[src/rtl/mini_processor_top.sv]
// ---------------------------------------------------------------------------
// mini_processor_top
//
// Memory-mapped multiply engine on a single-master bus. The master loads two
// ten-entry operand arrays (A, B), then writes a control word to start the
// engine. The engine forms the ten unsigned 32x32 products one after another
// with a shift-add multiplier and stores them as 64-bit results (R). It then
// parks in DONE and, if enabled, raises a level interrupt.
//
// Ports:
//   clk           rising-edge system clock
//   reset_n       asynchronous, active-low reset
//   m_req         master bus request
//   m_wr          1 = write, 0 = read
//   m_addr[15:0]  word address
//   m_dout[31:0]  write data from master
//   m_grant       bus grant (m_req qualified by reset)
//   m_din[63:0]   read data to master (0 when no valid read)
//   interrupt_out completion interrupt, level
//   state[2:0]    engine state: IDLE=0 LOAD=1 MUL=2 STORE=3 DONE=4
//
// Address map (i = 0..9):
//   0x0100+i  write A[i], read R[i]
//   0x0110+i  write B[i], read {32'h0, B[i]}
//   0x1111    write control {irq_en, start}, read {irq_en, interrupt_out, state}
// ---------------------------------------------------------------------------
module mini_processor_top (
    input  logic        clk,
    input  logic        reset_n,
    input  logic        m_req,
    input  logic        m_wr,
    input  logic [15:0] m_addr,
    input  logic [31:0] m_dout,
    output logic        m_grant,
    output logic [63:0] m_din,
    output logic        interrupt_out,
    output logic [2:0]  state
);

    typedef enum logic [2:0] {
        S_IDLE  = 3'd0,
        S_LOAD  = 3'd1,
        S_MUL   = 3'd2,
        S_STORE = 3'd3,
        S_DONE  = 3'd4
    } state_t;

    state_t state_q;
    state_t state_d;

    logic [31:0] a_mem [10];
    logic [31:0] b_mem [10];
    logic [63:0] r_mem [10];

    logic [3:0]  idx;
    logic [4:0]  count;
    logic [63:0] mcand;
    logic [31:0] mplier;
    logic [63:0] acc;
    logic        irq_en;
    logic        irq_q;

    logic bus_valid;
    logic bus_wr;
    logic bus_rd;
    logic a_hit;
    logic b_hit;
    logic ctrl_hit;
    logic busy;
    logic ctrl_wr;
    logic start_go;
    logic stop_go;

    // Only one master exists, so the grant simply follows the request
    // outside reset.
    assign m_grant   = m_req & reset_n;
    assign bus_valid = m_req & m_grant;
    assign bus_wr    = bus_valid & m_wr;
    assign bus_rd    = bus_valid & ~m_wr;

    // Both array windows are 16 words wide but only the first ten hit;
    // the gap decodes like any other unmapped address.
    assign a_hit    = (m_addr[15:4] == 12'h010) && (m_addr[3:0] < 4'd10);
    assign b_hit    = (m_addr[15:4] == 12'h011) && (m_addr[3:0] < 4'd10);
    assign ctrl_hit = (m_addr == 16'h1111);

    assign busy     = (state_q == S_LOAD) || (state_q == S_MUL) || (state_q == S_STORE);
    assign ctrl_wr  = bus_wr & ctrl_hit;
    assign start_go = ctrl_wr & m_dout[0] & ((state_q == S_IDLE) || (state_q == S_DONE));
    assign stop_go  = ctrl_wr & ~m_dout[0] & (state_q == S_DONE);

    // Engine state register.
    always_ff @(posedge clk or negedge reset_n) begin
        if (!reset_n) begin
            state_q <= S_IDLE;
        end else begin
            state_q <= state_d;
        end
    end

    // Next-state logic. MUL runs until the 32nd iteration (count 31), and
    // the last STORE (index 9) ends the run.
    always_comb begin
        state_d = state_q;
        case (state_q)
            S_IDLE:  if (start_go) state_d = S_LOAD;
            S_LOAD:  state_d = S_MUL;
            S_MUL:   if (count == 5'd31) state_d = S_STORE;
            S_STORE: state_d = (idx == 4'd9) ? S_DONE : S_LOAD;
            S_DONE: begin
                if (start_go) begin
                    state_d = S_LOAD;
                end else if (stop_go) begin
                    state_d = S_IDLE;
                end
            end
            default: state_d = S_IDLE;
        endcase
    end

    // Operand arrays. Writes are dropped while the engine is reading them
    // so a run always sees a stable operand set.
    always_ff @(posedge clk or negedge reset_n) begin
        if (!reset_n) begin
            for (int i = 0; i < 10; i++) begin
                a_mem[i] <= '0;
                b_mem[i] <= '0;
            end
        end else if (bus_wr && !busy) begin
            if (a_hit) begin
                a_mem[m_addr[3:0]] <= m_dout;
            end
            if (b_hit) begin
                b_mem[m_addr[3:0]] <= m_dout;
            end
        end
    end

    // Datapath: shift-add multiplier, result store, interrupt.
    // Each MUL cycle consumes the multiplier LSB and doubles the
    // multiplicand, so after 32 cycles acc holds the full 64-bit product.
    always_ff @(posedge clk or negedge reset_n) begin
        if (!reset_n) begin
            idx    <= '0;
            count  <= '0;
            mcand  <= '0;
            mplier <= '0;
            acc    <= '0;
            irq_en <= 1'b0;
            irq_q  <= 1'b0;
            for (int i = 0; i < 10; i++) begin
                r_mem[i] <= '0;
            end
        end else begin
            case (state_q)
                S_IDLE, S_DONE: begin
                    if (start_go) begin
                        irq_en <= m_dout[1];
                        idx    <= '0;
                        irq_q  <= 1'b0;
                        for (int i = 0; i < 10; i++) begin
                            r_mem[i] <= '0;
                        end
                    end else if (stop_go) begin
                        irq_q <= 1'b0;
                    end
                end
                S_LOAD: begin
                    mcand  <= {32'h0, a_mem[idx]};
                    mplier <= b_mem[idx];
                    acc    <= '0;
                    count  <= '0;
                end
                S_MUL: begin
                    if (mplier[0]) begin
                        acc <= acc + mcand;
                    end
                    mcand  <= mcand << 1;
                    mplier <= mplier >> 1;
                    count  <= count + 5'd1;
                end
                S_STORE: begin
                    r_mem[idx] <= acc;
                    if (idx == 4'd9) begin
                        irq_q <= irq_en;
                    end else begin
                        idx <= idx + 4'd1;
                    end
                end
                default: ;
            endcase
        end
    end

    // Read mux straight from registered storage; a read that coincides with
    // a STORE edge therefore returns the pre-store value.
    always_comb begin
        m_din = '0;
        if (bus_rd) begin
            if (a_hit) begin
                m_din = r_mem[m_addr[3:0]];
            end else if (b_hit) begin
                m_din = {32'h0, b_mem[m_addr[3:0]]};
            end else if (ctrl_hit) begin
                m_din = {59'h0, irq_en, irq_q, state_q};
            end
        end
    end

    assign interrupt_out = irq_q;
    assign state         = state_q;

endmodule

[config.mk]
export PLATFORM = sky130hd
export DESIGN_NAME = mini_processor_top
export DESIGN_NICKNAME = d
export VERILOG_FILES = /design/src/rtl/mini_processor_top.sv
export SDC_FILE = /design/constraint.sdc
export NUM_CORES = 2
export LEC_CHECK = 0
export CAP_MARGIN = 0
export CORE_MARGIN = 3
export CORE_UTILIZATION = 40
export DETAILED_ROUTE_END_ITERATION = 6
export GPL_ROUTABILITY_DRIVEN = 0
export PLACE_DENSITY_LB_ADDON = 0.3
export SLEW_MARGIN = 10
export SYNTH_ARGS = -nofsm -noshare
export SYNTH_HDL_FRONTEND = slang
export SYNTH_SLANG_ARGS = --single-unit
[constraint.sdc]
create_clock -name clk -period 4.2 [get_ports clk]
set_input_delay 0.84 -clock clk [delete_from_list [all_inputs] [get_ports clk]]
set_output_delay 0.84 -clock clk [all_outputs]
set_load 0.03 [all_outputs]
Word level (Yosys, flattened, before mapping)
Cells that the tools add are included.
{"block": "totals", "ff_bits": 1454, "out_inout_bits": 69, "wordCells": 140, "in_bits": 52}
{"block": "classes", "eq_ne": 17, "order_cmp": 5, "muxes": 43, "bitwise": 13, "n_reduce_logical": 21, "n_addsub": 3}
{"operator": "case mux 640 bit (2 select lines)", "n": 1}
{"operator": "bitwise mux 320 bit", "n": 2}
{"operator": "bitwise mux 640 bit", "n": 1}
{"operator": "two-way mux 640 bit", "n": 1}
{"operator": "binary-select mux 32 bit (select 4 bit)", "n": 3}
{"operator": "two-way mux 64 bit", "n": 6}
{"operator": "binary-select mux 64 bit (select 4 bit)", "n": 1}
{"operator": "demux 64 bit (select 4 bit)", "n": 1}
{"operator": "two-way mux 32 bit", "n": 8}
{"operator": "case mux 64 bit (2 select lines)", "n": 2}
{"operator": "demux 32 bit (select 4 bit)", "n": 1}
{"operator": "adder 64 bit", "n": 1}
{"operator": "case mux 32 bit (2 select lines)", "n": 1}
{"operator": "== test 12 x 5 -> 1 bit, second input constant", "n": 2}
{"operator": "== test 16 x 13 -> 1 bit, second input constant", "n": 1}
{"operator": "two-way mux 3 bit", "n": 5}
{"operator": "case mux 3 bit (5 select lines)", "n": 1}
{"operator": ">= comparator 5 bit, second input constant", "n": 2}
{"operator": "< comparator 5 x 1 -> 1 bit, second input constant", "n": 2}
{"operator": "NOT 4 -> 5 bit", "n": 2}
{"operator": "case mux 5 bit (2 select lines)", "n": 1}
{"operator": "AND reduction 2 bit", "n": 5}
{"operator": "bitwise AND 1 bit", "n": 9}
{"operator": "AND reduction 3 bit", "n": 3}
{"operator": "23 further kinds", "n": 40}

Depth between registers and ports, before layout
{"block": "depth", "word_depth": 9, "depth_mapped": 13}

Worst setup path before layout
OpenSTA, ideal clock, no wires.
{"block": "synth_path", "path_kind": "in2out", "from": "input port m_addr[0]", "to": "output port m_din[12]", "arrival_ps": 2976, "required_ps": 3360, "path_buffers": 4, "setup_slack_ps": 384, "stages": 7, "path_cell_list": "buf_2 buf_2 buf_2 buf_1 mux4_2 o211ai_1 a21oi_1"}
{"block": "synth_via", "elab_chain_cells": 7}
{"element": "from (decl)", "line": "32", "text": "input logic [15:0] m_addr,"}
{"element": "NOT 4 -> 5 bit (implied by the code)", "line": "201, 203"}
{"element": "binary-select mux 32 bit (select 4 bit)", "line": "203", "text": "m_din = {32'h0, b_mem[m_addr[3:0]]};"}
{"element": "two-way mux 32 bit (implied by the code) (2 in a row)", "line": "203"}
{"element": "two-way mux 32 bit", "line": "202", "text": "end else if (b_hit) begin"}
{"element": "two-way mux 64 bit (*)", "line": "200", "text": "if (a_hit) begin"}
{"element": "two-way mux 64 bit (*)", "line": "199", "text": "if (bus_rd) begin"}
{"element": "to (decl)", "line": "35", "text": "output logic [63:0] m_din,"}
Every way passes the cells marked *; elsewhere a longest branch is shown, timed or not. The select of a mux whose other input is x is not followed.

Worst setup path after layout
{"block": "layout_path", "from": "input port m_addr[8]", "to": "output port m_din[58]"}
{"block": "layout_via", "elab_chain_cells": 4}
{"element": "== test 12 x 5 -> 1 bit", "line": "83", "text": "assign a_hit = (m_addr[15:4] == 12'h010) && (m_addr[3:0] < 4'd10);"}
{"element": "logical AND 1 bit", "line": "83"}
{"element": "two-way mux 64 bit", "line": "200"}
{"element": "two-way mux 64 bit", "line": "199"}
Every way passes these cells.

==> summary.md <==
| Metric | Value |
|---|---|
| Area contributors post-synth | `dfrtp_1, mux2_2, mux4_2` |
| Status | `finished, violations left` |
| R2R Path End | `acc[63]$_DFFE_PN0P_` |
| Top delay family on crit path | `buffers and inverters` |
| Crit-path cells | `clkdlybuf4s50_1 > nand4b_1 > or3b_4 > nor3_4 > buf_4 > bufbuf_16 > nand2b_2 > buf_12 > nor2_1 > buf_12` |
| Final setup fails | `0` |
| Initial core utilization | `40.4%` |
| Switching pwr | `0.00968 W` |
| # clock sinks | `1454` |
| Routed vias | `48400` |
| Total buffers and inverters traversed by the critical path | `5` |
| Filler cells | `15200` |
| Power Dens Cells | `409 mW/mm²` |
| Routed len/inst | `28.5 µm` |
| WS Path Type | `primary input to primary output` |
| Worst setup path startpoint | `m_addr[8]` |
| Sequential power share | `43.2%` |
| Fraction of synthesized area in multiplexers | `22.3%` |
| Worst EP required | `3360 ps` |
| Largest area contributor in the netlist | `dfrtp_1` |
| Net count after synthesis | `5403` |
| Yosys Warn Count | `0` |
| Register area share after synthesis | `52.3%` |
| Layout Skew | `42.0 ps` |
| Total die area | `0.179 mm²` |
| Post-synth top area share | `52.3%` |
| Fin crit share | `98.5%` |
| Post-synthesis adder-cell area fraction | `1.27%` |
| Crit path time final | `4140 ps` |
| Comb power frac | `14.8%` |
| Synth Cell Area | `0.0696 mm²` |
| HP Class | `flop to flop` |
| Synth unique cells | `68` |
| Antenna cells | `0` |
| Crit-path max FO | `32` |
| Clk_lat worst skew | `810 ps` |
| Root Driver | `clkbuf_16` |
| Aggregate routed wire length | `219 mm` |
| Vias in the first global route | `49800` |
| First-pass GRT wire length | `332 mm` |
| Multi-input logic area | `0.0312 mm²` |
| Synth Area in XOR/XNOR | `0.767%` |
| Worst hold start | `r_mem[511]$_DFFE_PN0P_` |
| GRT Total Usage | `24.2%` |
| Die Wd | `423 µm` |
| Most frequent cell after synthesis | `dfrtp_1` |
| Slowest stage delay, CP | `490 ps` |
| P&R area growth vs syn | `16.1%` |
| Main flop type after synthesis | `dfrtp_1` |
| CP Launch Type | `primary input` |
| Antenna violations before repair | `6` |
| Remaining DRCs | `3` |
| Synth top cells by count | `dfrtp_1, mux2_2, a22o_1, clkbuf_1, mux4_2` |
| Post-Layout Inst Area | `0.0808 mm²` |
| FMAX | `242 MHz` |
| Sw Share | `29.3%` |
| Levels on crit path | `10` |
| 1st-pass router iterations | `7` |
| Post-DRT Antenna Nets | `0` |
| # rows | `152` |
| R2R depth | `13` |
| Slowest cell on the critical path | `or3b_4` |
| Reg clk slew, reported paths | `60 ps` |
| Layout cell share with drive strength beyond 1 | `32.2%` |
| Compound-gate portion of the synthesized area | `16.1%` |
| RSZ-0062 raised after global routing | `false` |
| Reg area | `0.0364 mm²` |
| Worst path most repeated cell | `buf_12` |
| I/O Pins | `121` |
| Endpoints failing hold | `0` |
| Max-slew violation count | `0` |
| Largest family of logic cells by synthesized area | `multiplexers` |
| Dpl hpwl | `138 mm` |
| Failing checks | `DRC` |
| Post-Syn Instances | `5281` |
| Vertical die dimension | `423 µm` |
| Clock Tree Buf Depth | `3` |
| Grt ovf | `0` |
| R2R Path Start | `acc[39]$_DFFE_PN0P_` |
| CP endpoint kind | `primary output` |
| R2R Setup Slk | `600 ps` |
| Worst-Margin Slew | `1090 ps` |
| Async set-reset flop share out of synthesis | `100%` |
| H-Tree Depth | `4` |
| Core Footprint | `0.172 mm²` |
| Syn Area/Cell | `13.2 µm²` |
| Worst slew margin | `27.3%` |
| Buffers on Ports | `120` |
| Worst path arrival time | `3300 ps` |
| Crit path to | `m_din[58]` |
| Iter 0 DRT Violations | `5177` |
| Internal power | `0.0233 W` |
| Max-Cap Viols | `0` |
| Routed vias/inst | `6.30` |
| Max VDD drop | `0.391 mV` |
| Nets@finish | `5381` |
| Placement Cell Area | `0.0754 mm²` |
| CTS Buf Count | `154` |
| Flops & latches, synth | `1454` |
| Clock Power Share | `42.0%` |
| LEAKAGE | `37.2 nW` |
| TritonCTS clock tree | `done` |
| Tot Pwr | `0.0330 W` |
| Simple-gate portion of the synthesized area | `3.90%` |
| EDFF count, synth | `0` |
| Largest net degree at the start of global routing | `180` |
## power groups by stage
stage / Clock (W) / Combinational (W) / Sequential, W
6_report: 0.0139 / 0.00489 / 0.0143
4_1_cts: 0.0141 / 0.00490 / 0.0143
3_5_place_dp: 0 / 0.00488 / 0.0145
2_1_floorplan: 0 / 0.00279 / 0.0144
5_1_grt: 0.0147 / 0.00514 / 0.0143
3_3_place_gp: 0 / 0.00488 / 0.0145
## state kept, by name, indices dropped and copies added (netlist names)
register and cells:
a_mem 320, count 5, interrupt_out 1, state 3
idx 4, b_mem 320, mcand 64, r_mem 640
irq_en 1, acc 64, mplier 32
## kinds of logic after synthesis
family | after synthesis
AO/OA/AOI/OAI | 1462
buffers and inverters | 611
adder cells (fa/ha/maj) | 70
multiplexers | 1060
AND/OR/NAND/NOR | 563
flip-flops | 1454
XOR/XNOR | 61
## per-stage QoR
step                      worst slack (ps)  TNS (ps)  hold slack, ps  cells  utilization (%)
after floorplan                        384         0             449   5281                -
after global placement                -290     -3660             464   7393             43.7
after detailed placement              -302     -4250             476   7393             43.7
after CTS                             9.08         0             489   7674             46.8
after global routing                  3.04         0             495   7686             46.9
final                                 62.3         0             490   7686             46.9
## how the worst min path moves through the flow
| stage | slack [ps] | depth (start not counted) | endpoint |
|---|---|---|---|
| final | 490 | 1 | r_mem[511]$_DFFE_PN0P_ |
| after global routing | 500 | 1 | r_mem[511]$_DFFE_PN0P_ |
| after CTS | 490 | 1 | r_mem[511]$_DFFE_PN0P_ |
| after detailed placement | 480 | 1 | r_mem[511]$_DFFE_PN0P_ |
| after global placement | 460 | 1 | a_mem[50]$_DFFE_PN0P_ |
| after floorplan | 450 | 1 | count[3]$_DFFE_PN0N_ |
## per-layer routing
metal	share of wire, %	vias up	track usage, %	routed length, µm
li1	-	20200	-	-
met1	42	25700	33.2	91900
met2	47	2032	38.0	102000
met3	6.8	432	4.40	14900
met4	4.4	4	10.2	9730
met5	0.011	-	0	24
## cell type report
class                           count  share of cell area, %
Clock inverter                     51                  0.735
Multi-Input combinational cell   3216                   38.6
Sequential cell                  1454                   45.0
Inverter                           24                  0.115
Tap cell                         2310                   3.58
Clock buffer                      222                   5.59
Timing Repair Buffer              409                   6.36
## placed cells by master, fill, tap and decap left out, drive strengths merged, types with 5 or more instances in the layout
cell	instances
a22o	666
nor4	5
a222oi	69
dfrtp	1454
a22oi	128
nand2b	11
clkinv	37
nand3	56
or3	5
bufinv	7
a211oi	10
and2	79
xor2	33
a221oi	5
nor2b	11
nor3	22
o21a	6
ha	69
a21oi	188
clkbuf	224
mux2	707
nand4	29
and3	14
o211ai	62
o21bai	12
xnor2	28
nor2	150
a32o	11
buf	354
clkdlybuf4s50	42
a2bb2oi	62
nor3b	5
a21boi	6
a21o	26
mux2i	33
mux4	320
inv	27
o21ai	183
nand2	161
a31oi	8
## timing repair
| item | CTS | global route |
|---|---|---|
| pin swaps | 8 | 14 |
| hold buffers | 1 | 0 |
| endpoints found under the hold margin | 32 | 0 |
| cloned | 4 | 0 |
| endpoints found under the setup margin | 31 | 26 |
| gates resized for setup | 28 | 20 |
| buffers inserted | 3 | 14 |
Note: power is estimated with default switching activity, not from simulation.
